`config.mk`:
```
export PLATFORM = sky130hd
export DESIGN_NAME = debug_display_mux
export DESIGN_NICKNAME = d
export VERILOG_FILES = /design/src/rtl/debug_display_mux.sv
export SDC_FILE = /design/constraint.sdc
export NUM_CORES = 1
export LEC_CHECK = 0
export CORE_MARGIN = 2
export CORE_UTILIZATION = 38
export DETAILED_ROUTE_END_ITERATION = 10
export PLACE_DENSITY = 0.78
export SETUP_SLACK_MARGIN = 0.3
export SLEW_MARGIN = 20
export SYNTH_ARGS = -nofsm -noshare
export SYNTH_HDL_FRONTEND = slang
export SYNTH_SLANG_ARGS = --single-unit
```
`constraint.sdc`:
```
create_clock -name Clk -period 1.91 [get_ports Clk]
set_input_delay 0.191 -clock Clk [delete_from_list [all_inputs] [get_ports Clk]]
set_output_delay 0.191 -clock Clk [all_outputs]
set_load 0.1 [all_outputs]
```
`src/rtl/debug_display_mux.sv`:
```
// Debug display multiplexer: selects one probe channel (manual, auto-scan or
// snapshot), registers it, and drives an active-low 7-segment hex decode of it.
module debug_display_mux #(
    parameter int NUM_CH = 8,
    parameter int DATA_W = 16,
    parameter int DWELL  = 50000000,
    localparam int DIGITS = DATA_W / 4,
    localparam int SW_W   = $clog2(NUM_CH)
) (
    input  logic                     Clk,
    input  logic                     Reset,
    input  logic [NUM_CH*DATA_W-1:0] probe_bus,
    input  logic [SW_W-1:0]          sel,
    input  logic [1:0]               mode,
    input  logic                     step,
    output logic [SW_W-1:0]          cur_ch,
    output logic [DATA_W-1:0]        disp_val,
    output logic                     frozen,
    output logic [DIGITS*7-1:0]      seg
);

    localparam int CNT_W = $clog2(DWELL);
    localparam logic [CNT_W-1:0] CNT_LAST = CNT_W'(DWELL - 1);
    localparam logic [SW_W-1:0]  CH_LAST  = SW_W'(NUM_CH - 1);

    localparam logic [1:0] MODE_AUTO = 2'b01;
    localparam logic [1:0] MODE_SNAP = 2'b10;

    logic [SW_W-1:0]   cur_ch_q, cur_ch_d;
    logic [CNT_W-1:0]  cnt_q, cnt_d;
    logic [DATA_W-1:0] disp_q, disp_d;
    logic              frozen_q, frozen_d;
    logic [DATA_W-1:0] ch_val_s;
    logic [SW_W-1:0]   ch_next_s;
    logic              sel_ok_s;

    // Active-low abcdefg pattern for one hex nibble (bit 6 = a, bit 0 = g).
    function automatic logic [6:0] hex7(input logic [3:0] nib);
        logic [6:0] s;
        case (nib)
            4'h0:    s = 7'b0000001;
            4'h1:    s = 7'b1001111;
            4'h2:    s = 7'b0010010;
            4'h3:    s = 7'b0000110;
            4'h4:    s = 7'b1001100;
            4'h5:    s = 7'b0100100;
            4'h6:    s = 7'b0100000;
            4'h7:    s = 7'b0001111;
            4'h8:    s = 7'b0000000;
            4'h9:    s = 7'b0000100;
            4'hA:    s = 7'b0001000;
            4'hB:    s = 7'b1100000;
            4'hC:    s = 7'b0110001;
            4'hD:    s = 7'b1000010;
            4'hE:    s = 7'b0110000;
            4'hF:    s = 7'b0111000;
            default: s = 7'b1111111;
        endcase
        return s;
    endfunction

    // Channel mux, select qualification and next-channel wrap.
    always_comb begin
        ch_val_s = probe_bus[cur_ch_q*DATA_W +: DATA_W];
        sel_ok_s = (int'(sel) < NUM_CH);
        if (cur_ch_q == CH_LAST) begin
            ch_next_s = '0;
        end else begin
            ch_next_s = cur_ch_q + SW_W'(1);
        end
    end

    // Next-state: channel pointer, dwell counter, display register, freeze flag.
    always_comb begin
        cur_ch_d = cur_ch_q;
        cnt_d    = '0;
        disp_d   = disp_q;
        frozen_d = (mode == MODE_SNAP);

        case (mode)
            MODE_AUTO: begin
                // A step on the terminal-count cycle still advances only once.
                if (step || (cnt_q == CNT_LAST)) begin
                    cur_ch_d = ch_next_s;
                    cnt_d    = '0;
                end else begin
                    cnt_d    = cnt_q + CNT_W'(1);
                end
            end
            default: begin
                if (sel_ok_s) begin
                    cur_ch_d = sel;
                end else begin
                    cur_ch_d = cur_ch_q;
                end
            end
        endcase

        // Freeze keys off the live mode input so the hold starts on the first edge.
        if ((mode != MODE_SNAP) || step) begin
            disp_d = ch_val_s;
        end else begin
            disp_d = disp_q;
        end
    end

    // State registers, asynchronously cleared.
    always_ff @(posedge Clk or posedge Reset) begin
        if (Reset) begin
            cur_ch_q <= '0;
            cnt_q    <= '0;
            disp_q   <= '0;
            frozen_q <= 1'b0;
        end else begin
            cur_ch_q <= cur_ch_d;
            cnt_q    <= cnt_d;
            disp_q   <= disp_d;
            frozen_q <= frozen_d;
        end
    end

    assign cur_ch   = cur_ch_q;
    assign disp_val = disp_q;
    assign frozen   = frozen_q;

    for (genvar g = 0; g < DIGITS; g++) begin : g_digit
        assign seg[g*7 +: 7] = hex7(disp_q[g*4 +: 4]);
    end

endmodule

```
* Word level (Yosys, flattened, before mapping)
Memory sizes are Yosys's and may differ from the RTL's. Index checks and enable logic that the tools add are counted.
Storage, ports and cells: register bits 46, memory bits (read-only) 448, input bits 136, memories 4
Memories:
- (name not given) | depth 16, bits a word 7, rd ports 1, clocked after Yosys merged registers in 0, wr ports 0, RTL line 40 | case (nib)
- (name not given) | depth 16, bits a word 7, rd ports 1, clocked after Yosys merged registers in 0, wr ports 0, RTL line 40
- (name not given) | depth 16, bits a word 7, rd ports 1, clocked after Yosys merged registers in 0, wr ports 0, RTL line 40
- (name not given) | depth 16, bits a word 7, rd ports 1, clocked after Yosys merged registers in 0, wr ports 0, RTL line 40
Operators by class: add/sub/neg operators 2, equal/unequal tests 6, shift operators 1, mux-type cells 5, reduce and logical (&&, ||, !) cells 2
Operators by type and width (count):
- indexed part select 128 x 8 -> 16 bit | 1
- two-way mux 26 bit | 2
- adder 26 x 1 -> 26 bit, second input constant | 1
- == test 26 bit, second input constant | 1
- two-way mux 3 bit | 3
- != test 2 bit, second input constant | 2
- adder 3 x 1 -> 3 bit, second input constant | 1
- == test 3 bit, second input constant | 1
- == test 2 x 1 -> 1 bit, second input constant | 1
- == test 2 bit, second input constant | 1
- logical OR 1 bit | 2

* Longest topological paths before layout
depth after elaboration 4, gate-level depth with buffers 6

* Worst setup path before layout
No wires, ideal clock.
kind register -> output, from register disp_q[4] (netlist: disp_val[4]), to output seg[12], arrival 3.764 ns, data required time 1.719 ns, slack -2.045 ns, cell stages (with the launch flop) 5, path buffers 0, path through dfrtp_1 inv_1 ha_1 mux2i_1 o21ai_0
On the way: cells in the longest elaborated chain, start to end 1
Ends and longest elaborated chain:
- from (decl) | RTL line 31 | logic [DATA_W-1:0] disp_q, disp_d;
- from (signal assigned) | RTL line 117 | disp_q <= disp_d;
- memory read (16 x 7 bit)
- to (decl) | RTL line 19 | output logic [DIGITS*7-1:0] seg
No other way between the ends.

* Final worst setup path
from register disp_q[12] (netlist: disp_val[12]), to output seg[24]
Same word-level chain as after synthesis.

==> impl_metrics.py <==
metrics = {
    "run_status": {
        "run_status": "finished with violations",
        "violated_checks": "setup timing",
    },
    "finish": {
        "design.final.nets": 807,
        "postLayoutCoreUtil_pct": 81.1,
        "area_growth_pct": 108,
        "stdcell_area_um2": 8330,
        "antenna_cells": 0,
        "drive_gt1_share_pct": 52.4,
    },
    "grt": {
        "groute.usage.overall_pct": 27.9,
        "largest_net_degree_at_the_start_of_global_routing": 47,
        "grt_residual_overflow": 0,
        "grt_pass1_vias": 4790,
        "grt_pass1_wl_um": 25100,
        "initial_antenna_violation_count": 0,
    },
    "floorplanning": {
        "die_w_um": 107,
        "initial_core_utilization_pct": 38.9,
        "floorplan.die_area_um2": 11400,
        "io_pins": 184,
        "die-height_um": 107,
        "fp.coreArea_um2": 10300,
        "row_count": 37,
    },
    "route": {
        "drt_iter0_drc": 376,
        "post-route-drc-count": 0,
        "route.vias.total": 4530,
        "final_antenna_net_count": 0,
        "via_per_inst": 5.80,
        "dr.pass1.iters": 7,
        "routed_wire_length_per_instance_um": 22.7,
        "postRouteWirelength_um": 17700,
    },
    "cts": {
        "clk-insertion-delay-late_ns": 0.31,
        "tritoncts_num_sinks": 46,
        "cts.hold.buffers_added": 0,
        "tritoncts": "done",
        "cts.htree.levels": 2,
        "clk_pin_slew_ns": 0.09,
        "cts_made_buffers": 5,
        "clockRootBuffer": "clkbuf_8",
        "cts.path.max_buffers": 2,
    },
    "critical_path": {
        "timing.critical_path.slowest_cell_delay_ns": 0.51,
        "path_delay_family": "flip-flops",
        "critical_path.n_buffers_inverters": 3,
        "worst_setup_path_end_kind": "output port",
        "cp_cell_sequence": "inv_6 -> ha_4 -> inv_2 -> mux4_2 -> buf_12",
        "critPathLaunchType": "flop",
        "critical_path_depth": 5,
        "timing.critical_path.fanout_max": 4,
        "timing.critical_path.slowest_stage_cell": "dfrtp_4",
        "cp_data_required_time_ns": 1.72,
        "cp_data_arrival_time_ns": 1.87,
        "timing.setup.critical_path_class": "reg -> out",
        "worst-r2r-cell-count": 6,
    },
    "run": {
        "timing.max_cap.violations": 0,
    },
    "sta": {
        "max_clock_freq_mhz": 486,
        "setup-violations-final": 17,
        "report.final.hold_viol_count": 0,
        "whs_ns": 0.246,
        "drv_slew": 0,
        "timing.max_slew.rel_slack_pct": 66.8,
        "timing_worst_slew_pin_value_ns": 0.492,
        "layout_setup_ws_ns": -0.149,
        "layout_min_cycle_time_ns": 2.06,
        "timing.clock.skew_ns": 0.00581,
        "fin_tns_setup_ns": -1.36,
        "rsz0062_at_grt": "yes",
        "timing.final.crit_share_pct": 108,
    },
    "yosys": {
        "post_synth.cell_area_avg_um2": 10.1,
        "synth-edff-count": 0,
        "sequential_share_of_the_synthesized_area_pct": 28.8,
        "syn-cell-area_um2": 4000,
        "synth.net_count": 559,
        "async_reset_ff_share_pct": 100,
        "syn-instance-count": 396,
        "synthDistinctLibCells": 38,
        "ys_dominant_reg_cell": "dfrtp_1",
        "synth.ff_latch_count": 46,
        "synth.yosys.warnings": 0,
    },
    "placement": {
        "routabilityCongestion": 0.921,
        "portBuffers": 183,
        "detailed_place_hpwl_um": 10300,
        "detailedPlace.worstSlack_ns": -0.0155,
        "post_dp_cell_area_um2": 7030,
    },
    "power": {
        "power.density_cell_area_nw_per_um2": 1200,
        "p_leak_nw": 3.16,
        "irDropWorstVdd_v": 0.000849,
    },
    "worst_hold_path": {
        "hold_path.class": "in -> async",
    },
}
==> cell type report <==
| cell class | instances | area (µm²) |
|---|---|---|
| timing repair buffer | 265 | 3030 |
| tap | 136 | 170 |
| clock inverter | 2 | 37.5 |
| clock buffer | 6 | 72.6 |
| multi-input combinational | 306 | 3670 |
| inverter | 20 | 121 |
| sequential | 46 | 1220 |
| fill | 539 | 1940 |
==> power breakdown <==
group	switching (mW)	internal, mW
logic	4.55	3.14
registers	0.410	1.14
clock network	0.362	0.391
total	5.32	4.67
==> worst paths after layout <==
check | from | end | slack (ns)
setup / recovery | disp_val[12] | seg[24] | -0.15
max in group asynchronous | Reset | disp_val[6] | 1.42
hold reg to reg | cnt_q[0] | cnt_q[0] | 0.60
min in group Clk | mode[0] | frozen | 0.45
hold / removal | Reset | disp_val[10] | 0.25
setup reg to reg | cnt_q[0] | cnt_q[22] | 0.01
==> cells in the mapped netlist, types with 2 or more instances <==
master | instances | area [µm²]
nand2_1 | 33 | 124
buf_1 | 3 | 11.3
o21ai_0 | 30 | 150
nor4_1 | 3 | 18.8
mux2i_1 | 27 | 270
nand3_1 | 10 | 50.1
or3b_2 | 3 | 26.3
mux4_2 | 36 | 811
a31oi_1 | 2 | 12.5
nand2b_1 | 5 | 31.3
nor2_1 | 36 | 135
inv_1 | 20 | 75.1
a32o_1 | 3 | 30.0
or2_2 | 2 | 12.5
a21oi_1 | 14 | 70.1
nand4_1 | 6 | 37.5
o21a_1 | 2 | 15.0
buf_2 | 5 | 25.0
dfrtp_1 | 46 | 1150
clkbuf_1 | 16 | 60.1
o31ai_1 | 5 | 37.5
or3_1 | 10 | 62.6
xor2_1 | 6 | 52.6
mux2_2 | 5 | 56.3
xnor2_1 | 8 | 70.1
or4_1 | 6 | 45.0
a22o_1 | 6 | 52.6
and4_1 | 2 | 17.5
o22ai_1 | 2 | 12.5
nor2b_1 | 7 | 43.8
nor3_1 | 4 | 20.0
ha_1 | 27 | 338
==> layer usage <==
metal,up-vias,track usage [%],share of wire (%)
met5,-,0,0
met4,0,7.61,3.7
met3,68,5.05,6.7
met2,232,51.0,54
met1,2268,33.4,36
li1,1962,-,-
==> cell families (layout without fill, tap and decap cells) <==
logic type | count (synthesis) | in the layout | share of synthesized area (%)
DFF | 46 | 46 | 28.8
xor gates and xnor gates | 14 | 14 | 3.07
adders and majority gates | 27 | 27 | 8.45
AOI/OAI and AO/OA | 66 | 66 | 10.2
buffers and inverters | 44 | 293 | 4.29
muxes | 68 | 68 | 28.4
and+or+nand+nor | 131 | 131 | 16.7
==> worst min-delay path, cell delays in order <==
cell and delay [ns]:
clkdlybuf4s50_1 0.42, inv_2 0.07, buf_12 0.25
==> per-stage QoR <==
step | cells | power, mW
floorplan | 396 | 6.04
global placement | 714 | 8.09
detailed placement | 714 | 8.18
CTS | 772 | 9.51
global route | 781 | 10.2
finish | 781 | 9.99
==> cells in the final DEF (no fill, tap or decap), drive strengths merged, types with 6 or more instances in the layout <==
cell type / synthesis / final
clkdlybuf4s50: 0 / 135
buf: 8 / 130
dfrtp: 46 / 46
mux4: 36 / 36
nor2: 36 / 36
nand2: 33 / 33
o21ai: 30 / 30
ha: 27 / 27
mux2i: 27 / 27
inv: 20 / 19
a21oi: 14 / 14
nand3: 10 / 10
or3: 10 / 10
xnor2: 8 / 8
nand4: 7 / 7
nor2b: 7 / 7
a22o: 6 / 6
xor2: 6 / 6
or4: 6 / 6
clkbuf: 16 / 6
o31ai: 6 / 6
==> flip-flops by register name (all words and copies together) (netlist names) <==
register / count
cur_ch: 3
cnt_q: 26
disp_val: 16
frozen: 1
==> timing repair <==
action                     CTS  global route
setup endpoints to repair   73            73
buffers inserted            47             9
resized for setup          114            45
pin swaps                   32            18
cloned                       3             0
Power figures use the tool's default switching activity.
==> patch 1, RTL diff (config.mk and constraints unchanged) <==
Register the output `seg`, cleared by the reset; this adds one clock of latency there. The other outputs are not delayed to match.
--- a/src/rtl/debug_display_mux.sv
+++ b/src/rtl/debug_display_mux.sv
@@ -25,6 +25,8 @@
 
     localparam logic [1:0] MODE_AUTO = 2'b01;
     localparam logic [1:0] MODE_SNAP = 2'b10;
+
+    logic [DIGITS*7-1:0] seg_d;
 
     logic [SW_W-1:0]   cur_ch_q, cur_ch_d;
     logic [CNT_W-1:0]  cnt_q, cnt_d;
@@ -124,7 +126,15 @@
     assign frozen   = frozen_q;
 
     for (genvar g = 0; g < DIGITS; g++) begin : g_digit
-        assign seg[g*7 +: 7] = hex7(disp_q[g*4 +: 4]);
+        assign seg_d[g*7 +: 7] = hex7(disp_q[g*4 +: 4]);
+    end
+
+    always_ff @(posedge Clk or posedge Reset) begin
+        if (Reset) begin
+            seg <= '0;
+        end else begin
+            seg <= seg_d;
+        end
     end
 
 endmodule
Behaviour: not the same (a bounded check fails within 4 cycles, from zero or initial values and one cycle with Reset high).
==> patch 1 against the unedited design <==
Clock power is 120% higher. Routed wire length shrank 22%. Total power down 7.6%. Combinational power shrank 32%. Critical path type is now reg -> reg. Design area fell by 6.9%. Synthesized area grew 18%. Sequential cell count rose by 28. Setup slack better by 310 ps. Highest routed layer unchanged.
==> patch 1: results (changes against the unedited design) <==
GLOBALROUTEMET2UTIL_PCT=34.93  # was 51.00%
GRT_START_MAX_NET_PINS=35  # was 47
YOSYS-TOP-CELLS-AREA='dfrtp_1 39%, mux4_2 17%, ha_1 7.1%'  # was dfrtp_1 29%, mux4_2 20%, ha_1 8.4%
SYN-MEAN-INSTANCE-AREA_SQ_UM=10.96  # was 10.10 sq um
WORSTSETUPSTARTPOINT='cnt_q[11]$_DFF_PP0_'  # was disp_val[12]$_DFFE_PP0P_
STATUS='complete, no violations'  # was finished, violations left
CLOCK-SKEW-FINAL_PS=6.841  # was 5.809 ps
P_SW_uW=4607  # was 5322 uW
PWR.GROUP.SEQUENTIAL_uW=2330  # was 1550 uW
CRIT_FANOUT=7  # was 4
GPL.FINAL_WEIGHTED_CONGESTION=0.8985  # was 0.9213
CLK_LATENCY_PS=330  # was 310 ps
GRT_FIRST_PASS_WIRELENGTH_UM=21290  # was 25100 um
SYNTHMUXAREASHARE_PCT=24.05  # was 28.44%
CELLLEAKAGEPOWER_uW=0.003151  # was 0.003158 uW
DETAIL_ROUTE.FIRST_PASS.ITERATIONS=5  # was 7
SYN-NUM-NETS=595  # was 559
FIRST_GLOBAL_VIAS=4481  # was 4790
CRIT_ARRIVAL_PS=1960  # was 1870 ps
SYNTH-COMPOUND-AREA-SHARE_PCT=8.774  # was 10.23%
VIAS=4334  # was 4530
SYNTH_XOR_XNOR_AREA_SHARE_PCT=2.405  # was 3.066%
WORST_SLEW_PIN_TRAN_PS=502.3  # was 492.4 ps
CP_SLOWEST_CELL='dfrtp_1'  # was dfrtp_4
FIRST_ITER_VIOLATIONS=338  # was 376
LARGEST-REGISTER='seg'  # was cnt_q
CPLARGESTDELAYFAMILY='simple AND/OR/NAND/NOR gates'  # was flip-flops
SYNTH_SEQ_AREA_SHARE_PCT=39.11  # was 28.79%
DPL.HPWL_UM=10350  # was 10320 um
GLOBALROUTEMET3UTIL_PCT=3.243  # was 5.046%
[patch 1: cell types whose count changed in the layout (fill, tap and decap cells not counted), sizes merged, moves of 5 or more]
cell,before,now
buf,130,89
clkbuf,6,16
dfrtp,46,74
nand3,10,15
[patch 1: routing by layer]
metal / share of wire, % / up-vias
li1: - / 2025
met1: 39 / 2099
met2: 52 / 183
met3: 5.8 / 27
met4: 2.7 / 0
met5: 0 / -
[patch 1: worst min-delay path by stage]
stage,to,slack [ps],depth (start not counted)
6_report,cnt_q[25]$_DFF_PP0_,250,2
5_1_grt,cnt_q[25]$_DFF_PP0_,270,2
4_1_cts,cnt_q[25]$_DFF_PP0_,250,2
3_5_place_dp,cnt_q[0]$_DFF_PP0_,510,1
3_3_place_gp,cnt_q[0]$_DFF_PP0_,490,1
2_1_floorplan,frozen$_DFF_PP0_,260,1
[patch 1: what timing repair did]
action / 4_1_cts / 5_1_grt
gates resized for setup: 19 / 43
gates cloned: 0 / 3
hold endpoints to repair: 0 / 0
setup endpoints to repair: 35 / 44
setup buffers: 10 / 6
pin swaps: 11 / 8
[patch 1: kinds of logic (layout without fill, tap and decap cells)]
kind of cell,Yosys count,after routing
buffers and inverters,44,262
muxes,68,68
DFF,74,74
AOI/OAI and AO/OA,71,71
and+or+nand+nor,135,135
xor gates and xnor gates,13,13
adders and majority gates,27,27
[patch 1: cell type report]
type / count / area [sq um]
multi-input combinational: 314 / 2947
tap: 168 / 210.2
timing repair buffer: 227 / 2325
sequential: 74 / 1907
clock buffer: 13 / 250.2
fill: 908 / 4350
inverter: 19 / 82.58
clock inverter: 3 / 40.04
[patch 1: worst reg2reg max path, delay by kind of cell (launching register included)]
kind                   cells  cell delay, ps
and+or+nand+nor            2             430
DFF                        1             420
buffers and inverters      2             300
muxes                      1             300
AOI/OAI and AO/OA          1             170
==> patch 2, RTL diff (same settings) <==
Without the edit above. The parameter `DWELL` goes from 50000000 to 100000000.
--- a/src/rtl/debug_display_mux.sv
+++ b/src/rtl/debug_display_mux.sv
@@ -3,7 +3,7 @@
 module debug_display_mux #(
     parameter int NUM_CH = 8,
     parameter int DATA_W = 16,
-    parameter int DWELL  = 50000000,
+    parameter int DWELL  = 100000000,
     localparam int DIGITS = DATA_W / 4,
     localparam int SW_W   = $clog2(NUM_CH)
 ) (
Formal check against the unedited RTL: same outputs for any inputs over 10 cycles, from zero or initial values and one cycle with Reset high; that may be too few to reach the edited logic, so the function may still have changed.
==> patch 2 against the unedited design <==
The run still ends with setup timing left. Routed wire length decreased by 0.92%. Sequential cell count increased by 1. Non-clock buffer count increased by 15. Total power increased by 3.0%. Global-route usage decreased by 0.72 points. Synthesized area increased by 4.8%. Design area increased by 2.4%. Critical path depth unchanged. Setup slack got worse by 3.2 ps. Core utilization decreased by 2.1 points. Register-to-register slack improved by 110 ps. Final cell count increased by 5.0%. Largest power group unchanged.
==> patch 2: results (changes against the unedited design) <==
STATUS='finished, violations left'  # unchanged
FAILING_CHECKS='setup timing'  # unchanged
TIMING.FINAL.SETUP_VIOLATIONS=19  # was 17
PLACE.DETAILED.INSTANCES=739  # was 714
GPL.FINAL_WEIGHTED_CONGESTION=0.9069  # was 0.9213
CELLLEAKAGEPOWER_uW=0.003284  # was 0.003158 uW
DPL.HPWL_UM=11150  # was 10320 um
SLEW_HEADROOM_PCT=69.02  # was 66.83%
SYN-NUM-NETS=582  # was 559
GLOBALROUTEMET3UTIL_PCT=5.499  # was 5.046%
SYNTH-COMPOUND-AREA-SHARE_PCT=11.04  # was 10.23%
CLOCK-SKEW-FINAL_PS=5.602  # was 5.809 ps
PRE_CTS_SLACK_PS=-171.8  # was -15.53 ps
GRT_START_MAX_NET_PINS=48  # was 47
P_SW_uW=5432  # was 5322 uW
NETS_FINISH=841  # was 807
POST_ROUTE_CELLS_DRIVE_ABOVE_1_SHARE_PCT=50.81  # was 52.40%
CRIT_FANOUT=7  # was 4
SYNTH_XOR_XNOR_AREA_SHARE_PCT=2.089  # was 3.066%
YS_TOP_CELLS_BY_COUNT='47 x dfrtp_1, 36 x mux4_2, 35 x nor2_1, 34 x nand2_1, 31 x mux2i_1'  # was 46 x dfrtp_1, 36 x mux4_2, 36 x nor2_1, 33 x nand2_1, 30 x o21ai_0
FIN_HOLD_WS_PS=230.8  # was 246.2 ps
VIAS=4758  # was 4530
WL_MET1_UM=5888  # was 6402 um
DETAIL_ROUTE.FIRST_PASS.ITERATIONS=4  # was 7
SYNTHMUXAREASHARE_PCT=28.08  # was 28.44%
SYNTH_SEQ_AREA_SHARE_PCT=28.05  # was 28.79%
GRT_ANTENNA_BEFORE_REPAIR=1  # was 0
POSTLAYOUTSETUPSLACKWORST_PS=-152.3  # was -149.1 ps
VDD.IR_DROP.WORST_V=0.001094  # was 0.0008494 V
-- patch 2: cell type report --
class	count	area [sq um]	share of cell area [%]
Antenna cell	1	2.502	0.02934
Sequential cell	47	1251	14.67
Multi-Input combinational cell	326	3736	43.80
Inverter	18	106.4	1.247
Timing Repair Buffer	280	3146	36.88
Clock buffer	5	68.82	0.8068
Clock inverter	3	43.79	0.5134
Tap cell	140	175.2	2.054
-- patch 2: final timing paths --
| kind | cells past startpoint | endpoint | startpoint |
|---|---|---|---|
| hold reg to reg | 2 | cnt_q[26]$_DFF_PP0_ | cnt_q[26]$_DFF_PP0_ |
| setup / recovery | 5 | seg[3] | disp_val[1]$_DFFE_PP0P_ |
| min in group Clk | 2 | frozen$_DFF_PP0_ | mode[0] |
| setup reg to reg | 6 | disp_val[14]$_DFFE_PP0P_ | cur_ch[0]$_DFFE_PP0P_ |
| max in group asynchronous | 3 | cur_ch[0]$_DFFE_PP0P_ | Reset |
| hold / removal | 3 | frozen$_DFF_PP0_ | Reset |
-- patch 2: cell families (layout without fill, tap and decap cells) --
| logic type | count (synthesis) | after routing |
|---|---|---|
| buffers and inverters | 46 | 306 |
| adders and majority gates | 27 | 27 |
| muxes | 72 | 72 |
| other | 0 | 1 |
| and+or+nand+nor | 142 | 142 |
| DFF | 47 | 47 |
| xor gates and xnor gates | 10 | 10 |
| AOI/OAI and AO/OA | 75 | 75 |
-- patch 2: what timing repair did --
action | in CTS | in global routing
setup buffers | 53 | 15
gates resized for setup | 99 | 50
endpoints found under the setup margin | 62 | 70
pin swaps | 33 | 31
hold buffers | 0 | 0
cloned | 4 | 0
-- patch 2: power groups by stage --
stage	logic, uW	registers, uW	clock network (uW)
after global routing	8160	1630	804
after floorplan	4090	2150	0
after CTS	7580	1570	761
after detailed placement	6860	1610	0
final	7940	1600	759
after global placement	6760	1590	0
